`src/rtl/calc_cpu_sequencer.sv`:
```
// Sequences one calculator operation: writes operands/opcode into the mailbox,
// runs the CPU until it fetches the halt word, then reads the result back.
module calc_cpu_sequencer #(
  parameter logic [31:0] ADDR_A     = 32'h0000_0100,
  parameter logic [31:0] ADDR_OP    = 32'h0000_0104,
  parameter logic [31:0] ADDR_B     = 32'h0000_0108,
  parameter logic [31:0] ADDR_RES   = 32'h0000_010C,
  parameter logic [31:0] HALT_INSTR = 32'hFFFF_FFFF,
  parameter int unsigned TIMEOUT    = 200
) (
  input  logic        hz100,
  input  logic        nrst,
  input  logic        start,
  input  logic        clear,
  input  logic [31:0] operand_a,
  input  logic [31:0] operand_b,
  input  logic [3:0]  op_code,
  input  logic        mem_busy,
  input  logic [31:0] instruction,
  input  logic [31:0] ram_value,
  output logic [31:0] address_out,
  output logic [31:0] data_out,
  output logic        mem_write_en,
  output logic        mem_read_en,
  output logic        cpu_enable,
  output logic [31:0] result,
  output logic        result_valid,
  output logic        busy,
  output logic        timeout_err
);

  localparam int unsigned CntW = (TIMEOUT > 1) ? $clog2(TIMEOUT) : 1;

  typedef enum logic [2:0] {
    StIdle, StWrA, StWrOp, StWrB, StRun, StRdRes, StDone, StErr
  } state_e;

  state_e            state_q, state_d;
  logic [31:0]       opa_q, opa_d;
  logic [31:0]       opb_q, opb_d;
  logic [3:0]        op_q, op_d;
  logic [CntW-1:0]   cnt_q, cnt_d;
  logic [31:0]       result_q, result_d;
  logic              start_acc;

  // A start is only honoured from a resting state, and clear always wins.
  assign start_acc = start && !clear &&
                     (state_q == StIdle || state_q == StDone || state_q == StErr);

  // State and datapath registers.
  always_ff @(posedge hz100 or negedge nrst) begin
    if (!nrst) begin
      state_q  <= StIdle;
      opa_q    <= '0;
      opb_q    <= '0;
      op_q     <= '0;
      cnt_q    <= '0;
      result_q <= '0;
    end else begin
      state_q  <= state_d;
      opa_q    <= opa_d;
      opb_q    <= opb_d;
      op_q     <= op_d;
      cnt_q    <= cnt_d;
      result_q <= result_d;
    end
  end

  // Next-state logic.
  always_comb begin
    state_d = state_q;
    if (clear) begin
      state_d = StIdle;
    end else begin
      unique case (state_q)
        StIdle, StDone, StErr: if (start) state_d = StWrA;
        StWrA:   if (!mem_busy) state_d = StWrOp;
        StWrOp:  if (!mem_busy) state_d = StWrB;
        StWrB:   if (!mem_busy) state_d = StRun;
        StRun: begin
          // Halt wins over timeout when both happen in the same cycle.
          if (instruction == HALT_INSTR)      state_d = StRdRes;
          else if (cnt_q == CntW'(TIMEOUT - 1)) state_d = StErr;
        end
        StRdRes: if (!mem_busy) state_d = StDone;
        default: state_d = StIdle;
      endcase
    end
  end

  // Operand latching, RUN cycle counter and result capture.
  always_comb begin
    opa_d    = opa_q;
    opb_d    = opb_q;
    op_d     = op_q;
    cnt_d    = (state_q == StRun) ? cnt_q + CntW'(1) : '0;
    result_d = result_q;
    if (start_acc) begin
      opa_d = operand_a;
      opb_d = operand_b;
      op_d  = op_code;
    end
    if (clear) begin
      result_d = '0;
    end else if (state_q == StRdRes && !mem_busy) begin
      result_d = ram_value;
    end
  end

  // Moore output decode.
  always_comb begin
    address_out  = '0;
    data_out     = '0;
    mem_write_en = 1'b0;
    mem_read_en  = 1'b0;
    cpu_enable   = 1'b0;
    result_valid = 1'b0;
    timeout_err  = 1'b0;
    busy         = 1'b0;
    unique case (state_q)
      StWrA: begin
        mem_write_en = 1'b1;
        address_out  = ADDR_A;
        data_out     = opa_q;
        busy         = 1'b1;
      end
      StWrOp: begin
        mem_write_en = 1'b1;
        address_out  = ADDR_OP;
        data_out     = {28'b0, op_q};
        busy         = 1'b1;
      end
      StWrB: begin
        mem_write_en = 1'b1;
        address_out  = ADDR_B;
        data_out     = opb_q;
        busy         = 1'b1;
      end
      StRun: begin
        cpu_enable = 1'b1;
        busy       = 1'b1;
      end
      StRdRes: begin
        mem_read_en = 1'b1;
        address_out = ADDR_RES;
        busy        = 1'b1;
      end
      StDone:  result_valid = 1'b1;
      StErr:   timeout_err  = 1'b1;
      default: ;
    endcase
  end

  assign result = result_q;

endmodule

```
`config.mk`:
```
export PLATFORM = sky130hd
export DESIGN_NAME = calc_cpu_sequencer
export DESIGN_NICKNAME = d
export VERILOG_FILES = /design/src/rtl/calc_cpu_sequencer.sv
export SDC_FILE = /design/constraint.sdc
export NUM_CORES = 1
export LEC_CHECK = 0
export ABC_CLOCK_PERIOD_IN_PS = 4600
export CAP_MARGIN = 0
export CORE_UTILIZATION = 25
export CTS_BUF_LIST = sky130_fd_sc_hd__clkbuf_16
export DETAILED_ROUTE_END_ITERATION = 12
export SLEW_MARGIN = 30
export SYNTH_ARGS = -nofsm -noshare
export SYNTH_HDL_FRONTEND = slang
export SYNTH_SLANG_ARGS = --single-unit
```
`constraint.sdc`:
```
create_clock -name hz100 -period 4.6 [get_ports hz100]
set_input_delay 1.15 -clock hz100 [delete_from_list [all_inputs] [get_ports hz100]]
set_output_delay 1.15 -clock hz100 [all_outputs]
set_load 0.005 [all_outputs]
```
==> results.sh, run 1 <==
export IMPL_outcome="finished, final reports clean"
export IMPL_clkPwrFrac=0.290
export IMPL_grt_pass1_vias=3895
export IMPL_worstReg2RegEnd="opa_q[18]$_DFFE_PN0P_"
export IMPL_finalSetupViolations=0
export IMPL_p_switching_mw=0.636
export IMPL_row_count=51
export IMPL_ant_nets=0
export IMPL_syn_area_um2=5010
export IMPL_start_util=0.257
export IMPL_hold_path_end="cnt_q[0]$_DFF_PN0_"
export IMPL_clock_latency_ns=0.35
export IMPL_drive_gt1_frac=0.168
export IMPL_num_nets_final=716
export IMPL_p_leak_nw=3.23
export IMPL_fin_setup_tns_ns=0
export IMPL_io_pins=239
export IMPL_hold_path_cell_count=1
export IMPL_regArea_um2=2780
export IMPL_r2r_cells=5
export IMPL_layout_commonest_cell="clkdlybuf4s50_1"
export IMPL_vias_per_cell=4.30
export IMPL_intPower_mw=1.89
export IMPL_power_density_nw_per_um2=335
export IMPL_ys_flop_type="dfrtp_1"
export IMPL_slew_viol_final=0
export IMPL_cts_max_level=3
export IMPL_cts_buffers=9
export IMPL_avgRoutedWirePerCell_um=15.4
export IMPL_postCtsHoldBufs=0
export IMPL_wirelength_um=13100
export IMPL_synth_seq_area_share=0.554
export IMPL_n_fill_cell=1887
export IMPL_rsz0062_at_grt="false"
export IMPL_ir_worst_vdd_mv=0.173
export IMPL_hold_class="reg2reg"
export IMPL_first_iter_violations=187
export IMPL_yosysUniqueCellTypes=40
export IMPL_synthArstFlopShare=1.00
export IMPL_grt_max_degree=90
export IMPL_dr_pass1_iters=5
export IMPL_area_growth_syn_to_layout_pct=50.5
export IMPL_hpwl_um=9440
export IMPL_drc=0
export IMPL_slowest_delay_ns=0.76
export IMPL_power_frac_comb=0.223
export IMPL_numPortBuffers=209
export IMPL_r2r_slack_ns=2.00
export IMPL_antenna_found_initial=0
export IMPL_path_cells="and3_1 > buf_4 > a22o_1 > clkdlybuf4s50_1"
export IMPL_cpMaxStageDelayCell="dfrtp_1"
export IMPL_multiInputGateArea_um2=1990
export IMPL_cts_tree="yes"
export IMPL_avgSynthCellArea_um2=13.3
export IMPL_pwr_share_seq=0.486
export IMPL_die_h_um=144
export IMPL_clk_pin_slew_worst_paths_ns=0.07
export IMPL_yosys_top_cells_area="dfrtp_1 55%, mux2_2 12%, a22o_1 10%, mux2_4 6.0%, buf_4 4.5%"
export IMPL_maxCapViolCount=0
export IMPL_placed_cells=832
export IMPL_die_x_um=144
export IMPL_path_class="reg2out"
export IMPL_arrival_ns=2.74
export IMPL_final_cells=848
export IMPL_grt_pass1_wl_um=20100
export IMPL_finClkSkew_ns=0.00745
export IMPL_clock_path_buffers=2
export IMPL_min_period_ns=3.89
export IMPL_cts_root_buf="clkbuf_16"
export IMPL_cts_setup_buffers=0
export IMPL_max_slew_margin=0.463
export IMPL_synth_enable_flop_cells=0
export IMPL_core_um2=19500
export IMPL_switching_share=0.252
export IMPL_grtUsageTotal=0.128
export IMPL_hold_viol=0
export IMPL_synth_top_area_frac=0.554
export IMPL_fmax_ghz=0.257
export IMPL_end_kind="output port"
export IMPL_r2r_start="state_q[1]$_DFFE_PN0P_"
export IMPL_grt_overflow=0
export IMPL_ys_ff_latch=111
export IMPL_worstPathRequired_ns=3.45
export IMPL_min_from="cnt_q[0]$_DFF_PN0_"
export IMPL_yosysTopAreaCell="dfrtp_1"
export IMPL_vias=3650
export IMPL_ys_warnings_count=0
export IMPL_worst_pin_slew_ns=0.805
export IMPL_dieArea_um2=20600
export IMPL_synthCells=378
export IMPL_clock_sinks=111
export IMPL_final_cell_mix="208 x clkdlybuf4s50_1, 111 x dfrtp_1, 60 x a22o_1"
export IMPL_holdWs_ns=0.453
export IMPL_cp_start_kind="flip-flop"
export IMPL_critPathMaxFanout=21
export IMPL_gp_congestion=0.854
export IMPL_diodes=0
export IMPL_min_period_over_period=0.846
export IMPL_cts_resized=0
[metal layers]
layer,vias up,GRT usage,part of all wire
li1,1721,-,-
met1,1757,0.153,0.42
met2,160,0.210,0.47
met3,12,0.0520,0.093
met4,0,0.0403,0.014
met5,-,0,0
[power groups by stage]
stage / Sequential [mW] / Clock (mW) / Combinational (mW)
3_3_place_gp: 1.25 / 0 / 0.558
4_1_cts: 1.23 / 0.768 / 0.575
3_5_place_dp: 1.25 / 0 / 0.570
2_1_floorplan: 1.21 / 0 / 0.317
5_1_grt: 1.25 / 0.812 / 0.614
6_report: 1.23 / 0.734 / 0.564
[cell type report]
cell class                      instances  area share
Multi-Input combinational cell        235       0.264
Timing Repair Buffer                  215       0.285
Inverter                                6     0.00299
Tap cell                              265      0.0439
Clock inverter                          7     0.00647
Sequential cell                       111       0.368
Clock buffer                            9      0.0299
[flip-flops by register name, indices dropped and copies added (netlist names)]
register,flops
cnt_q,8
op_q,4
opa_q,32
opb_q,32
result,32
state_q,3
[how the worst max path moves through the flow]
stage	to	start	cells past startpoint	slack [ns]
CTS	data_out[4]	state_q[1]$_DFFE_PN0P_	4	0.66
detailed placement	data_out[14]	state_q[1]$_DFFE_PN0P_	4	1.07
finish	data_out[5]	state_q[1]$_DFFE_PN0P_	4	0.71
floorplan	data_out[10]	state_q[0]$_DFFE_PN0P_	5	1.95
global placement	data_out[4]	state_q[1]$_DFFE_PN0P_	4	1.12
global route	data_out[5]	state_q[1]$_DFFE_PN0P_	4	0.49
[cells in the mapped netlist (all sizes together), types with 2 or more instances]
cell type,instances
and3,3
nor2,17
nor3,2
nand3,4
o21ai,2
dfrtp,111
clkbuf,13
inv,6
a22oi,4
a2111oi,2
a22o,60
nand4,9
a21oi,3
nand2,4
nand2b,2
nor4,3
xor2,4
xnor2,2
buf,41
mux2,72
[kinds of logic after synthesis]
logic type,count (synthesis),share of synthesized area
AOI/OAI and AO/OA,79,0.132
xor gates and xnor gates,6,0.0105
DFF,111,0.554
muxes,72,0.177
adders and majority gates,1,0.00250
buffers and inverters,60,0.0736
and+or+nand+nor,48,0.0502
other,1,0.000748
[stage by stage]
stage                     power, mW  setup slack [ns]  utilization  area, µm²
after floorplan                1.53              1.95            -       5120
after global placement         1.80              1.12        0.372       7270
after detailed placement       1.82              1.07        0.372       7270
after CTS                      2.57             0.664        0.386       7540
after global routing           2.67             0.488        0.386       7540
final                          2.53             0.707        0.386       7540
[critical path: cells and delay by family, from the launching register on]
kind / cells / cell delay [ns]
AOI/OAI and AO/OA: 1 / 0.18
and+or+nand+nor: 1 / 0.58
buffers and inverters: 2 / 0.86
DFF: 1 / 0.76
(Power assumes the default switching activity.)
==> run 2: changes to the inputs <==
- ABC_CLOCK_PERIOD_IN_PS: 4600 -> 3150
- clock period: 4.6 -> 3.15 ns (I/O delays scaled with it)
==> results.sh, run 2 (synthesis gave the netlist of run 1 again) <==
export IMPL_grt_overflow=0
export IMPL_avgRoutedWirePerCell_um=15.6
export IMPL_maxCapViolCount=0
export IMPL_gp_congestion=0.785
export IMPL_clk_pin_slew_worst_paths_ns=0.07
export IMPL_min_period_ns=3.02
export IMPL_p_total_mw=3.78
export IMPL_row_count=51
export IMPL_postCtsHoldBufs=0
export IMPL_wirelength_um=13400
export IMPL_start_util=0.257
export IMPL_slew_viol_final=0
export IMPL_finClkSkew_ns=0.00688
export IMPL_max_slew_margin=0.553
export IMPL_grt_pass1_vias=3932
export IMPL_die_x_um=144
export IMPL_ir_worst_vdd_mv=0.246
export IMPL_dr_pass1_iters=4
export IMPL_vias_per_cell=4.46
export IMPL_clock_latency_ns=0.35
export IMPL_path_class="reg2out"
export IMPL_cts_max_level=3
export IMPL_end_kind="output port"
export IMPL_r2r_start="state_q[1]$_DFFE_PN0P_"
export IMPL_cts_setup_buffers=0
export IMPL_drive_gt1_frac=0.180
export IMPL_core_um2=19500
export IMPL_hpwl_um=9750
export IMPL_antenna_found_initial=1
export IMPL_numPortBuffers=209
export IMPL_critPathMaxFanout=11
export IMPL_ant_nets=0
export IMPL_clock_path_buffers=2
export IMPL_first_iter_violations=125
export IMPL_io_pins=239
export IMPL_cts_buffers=9
export IMPL_arrival_ns=2.23
export IMPL_cts_tree="yes"
export IMPL_power_density_nw_per_um2=496
export IMPL_grtUsageTotal=0.131
export IMPL_die_h_um=144
export IMPL_drc=0
export IMPL_fin_ws_ns=0.128
export IMPL_area_growth_syn_to_layout_pct=52.1
export IMPL_num_nets_final=721
export IMPL_grt_pass1_wl_um=20600
export IMPL_grt_max_degree=63
export IMPL_hold_viol=0
export IMPL_worst_pin_slew_ns=0.671
export IMPL_worstPathRequired_ns=2.36
export IMPL_clock_sinks=111
export IMPL_r2r_cells=6
export IMPL_placedInstanceArea_um2=7320
export IMPL_hold_class="in2async"
export IMPL_dp_slack_ns=0.306
export IMPL_cp_start_kind="flip-flop"
export IMPL_finalSetupViolations=0
export IMPL_fmax_ghz=0.331
export IMPL_r2r_slack_ns=0.60
export IMPL_layout_commonest_cell="clkdlybuf4s50_1"
export IMPL_dieArea_um2=20600
export IMPL_outcome="finished, final reports clean"
export IMPL_vias=3810
export IMPL_cts_root_buf="clkbuf_16"
export IMPL_min_period_over_period=0.959
export IMPL_final_core_util=0.390
export IMPL_finalInstanceArea_um2=7620
export IMPL_worstReg2RegEnd="opa_q[30]$_DFFE_PN0P_"
export IMPL_fin_setup_tns_ns=0
export IMPL_final_cell_mix="208 x clkdlybuf4s50_1, 109 x dfrtp_1, 60 x a22o_1"
export IMPL_p_leak_nw=3.26
export IMPL_rsz0062_at_grt="false"
==> run 2: changes by cell type in the layout (fill, tap and decap cells not counted) <==
cell / previous run / this run
bufinv_16: 0 / 1
inv_1: 7 / 6
inv_8: 1 / 0
clkinv_4: 1 / 2
dfrtp_1: 111 / 109
buf_4: 5 / 9
dfrtp_2: 0 / 2
diode_2: 0 / 1
buf_12: 1 / 2
==> run 2: final cells by class <==
class	count	area, µm²
Clock buffer	9	225
Tap cell	265	332
Timing Repair Buffer	220	2200
Antenna cell	1	2.50
Inverter	6	22.5
Multi-Input combinational cell	235	1990
Fill cell	1888	11900
Sequential cell	111	2780
Clock inverter	7	72.6
==> run 2: per-layer routing <==
layer  global-route usage  vias up  wire length, µm
met5                    0        -                0
li1                     -     1739                -
met4               0.0448        0              209
met1                0.159     1888             5680
met3               0.0470       12             1130
met2                0.213      171             6340
==> run 2: worst max-delay path by stage <==
stage	cells past startpoint	endpoint	slack (ns)	startpoint
2_1_floorplan	5	data_out[10]	0.86	state_q[0]$_DFFE_PN0P_
3_3_place_gp	3	opa_q[21]$_DFFE_PN0P_	0.24	start
3_5_place_dp	5	data_out[18]	0.31	state_q[0]$_DFFE_PN0P_
4_1_cts	5	data_out[18]	0.09	state_q[0]$_DFFE_PN0P_
5_1_grt	5	data_out[1]	0.01	state_q[0]$_DFFE_PN0P_
6_report	4	cpu_enable	0.13	state_q[2]$_DFFE_PN0P_
==> run 2: where the power goes <==
| part | internal (mW) | switching (mW) | total, mW |
|---|---|---|---|
| combinational | 0.570 | 0.266 | 0.837 |
| clock | 0.619 | 0.535 | 1.15 |
| sequential | 1.66 | 0.132 | 1.79 |
==> run 2: repair_timing <==
action | in CTS | in global routing
resized for setup | 2 | 1
setup endpoints to repair | 22 | 8
pin swaps | 0 | 0
gates cloned | 0 | 0
==> run 2: stage by stage <==
step	instances	hold WS (ns)
6_report	854	0.450
5_1_grt	853	0.485
2_1_floorplan	406	0.424
4_1_cts	853	0.459
3_3_place_gp	836	0.442
3_5_place_dp	837	0.449
==> run 2: critical path, cell delays in order (launching register included) <==
cell and delay (ns):
dfrtp_2 0.52, inv_1 0.16, or3_1 0.54, inv_1 0.13, clkdlybuf4s50_1 0.54
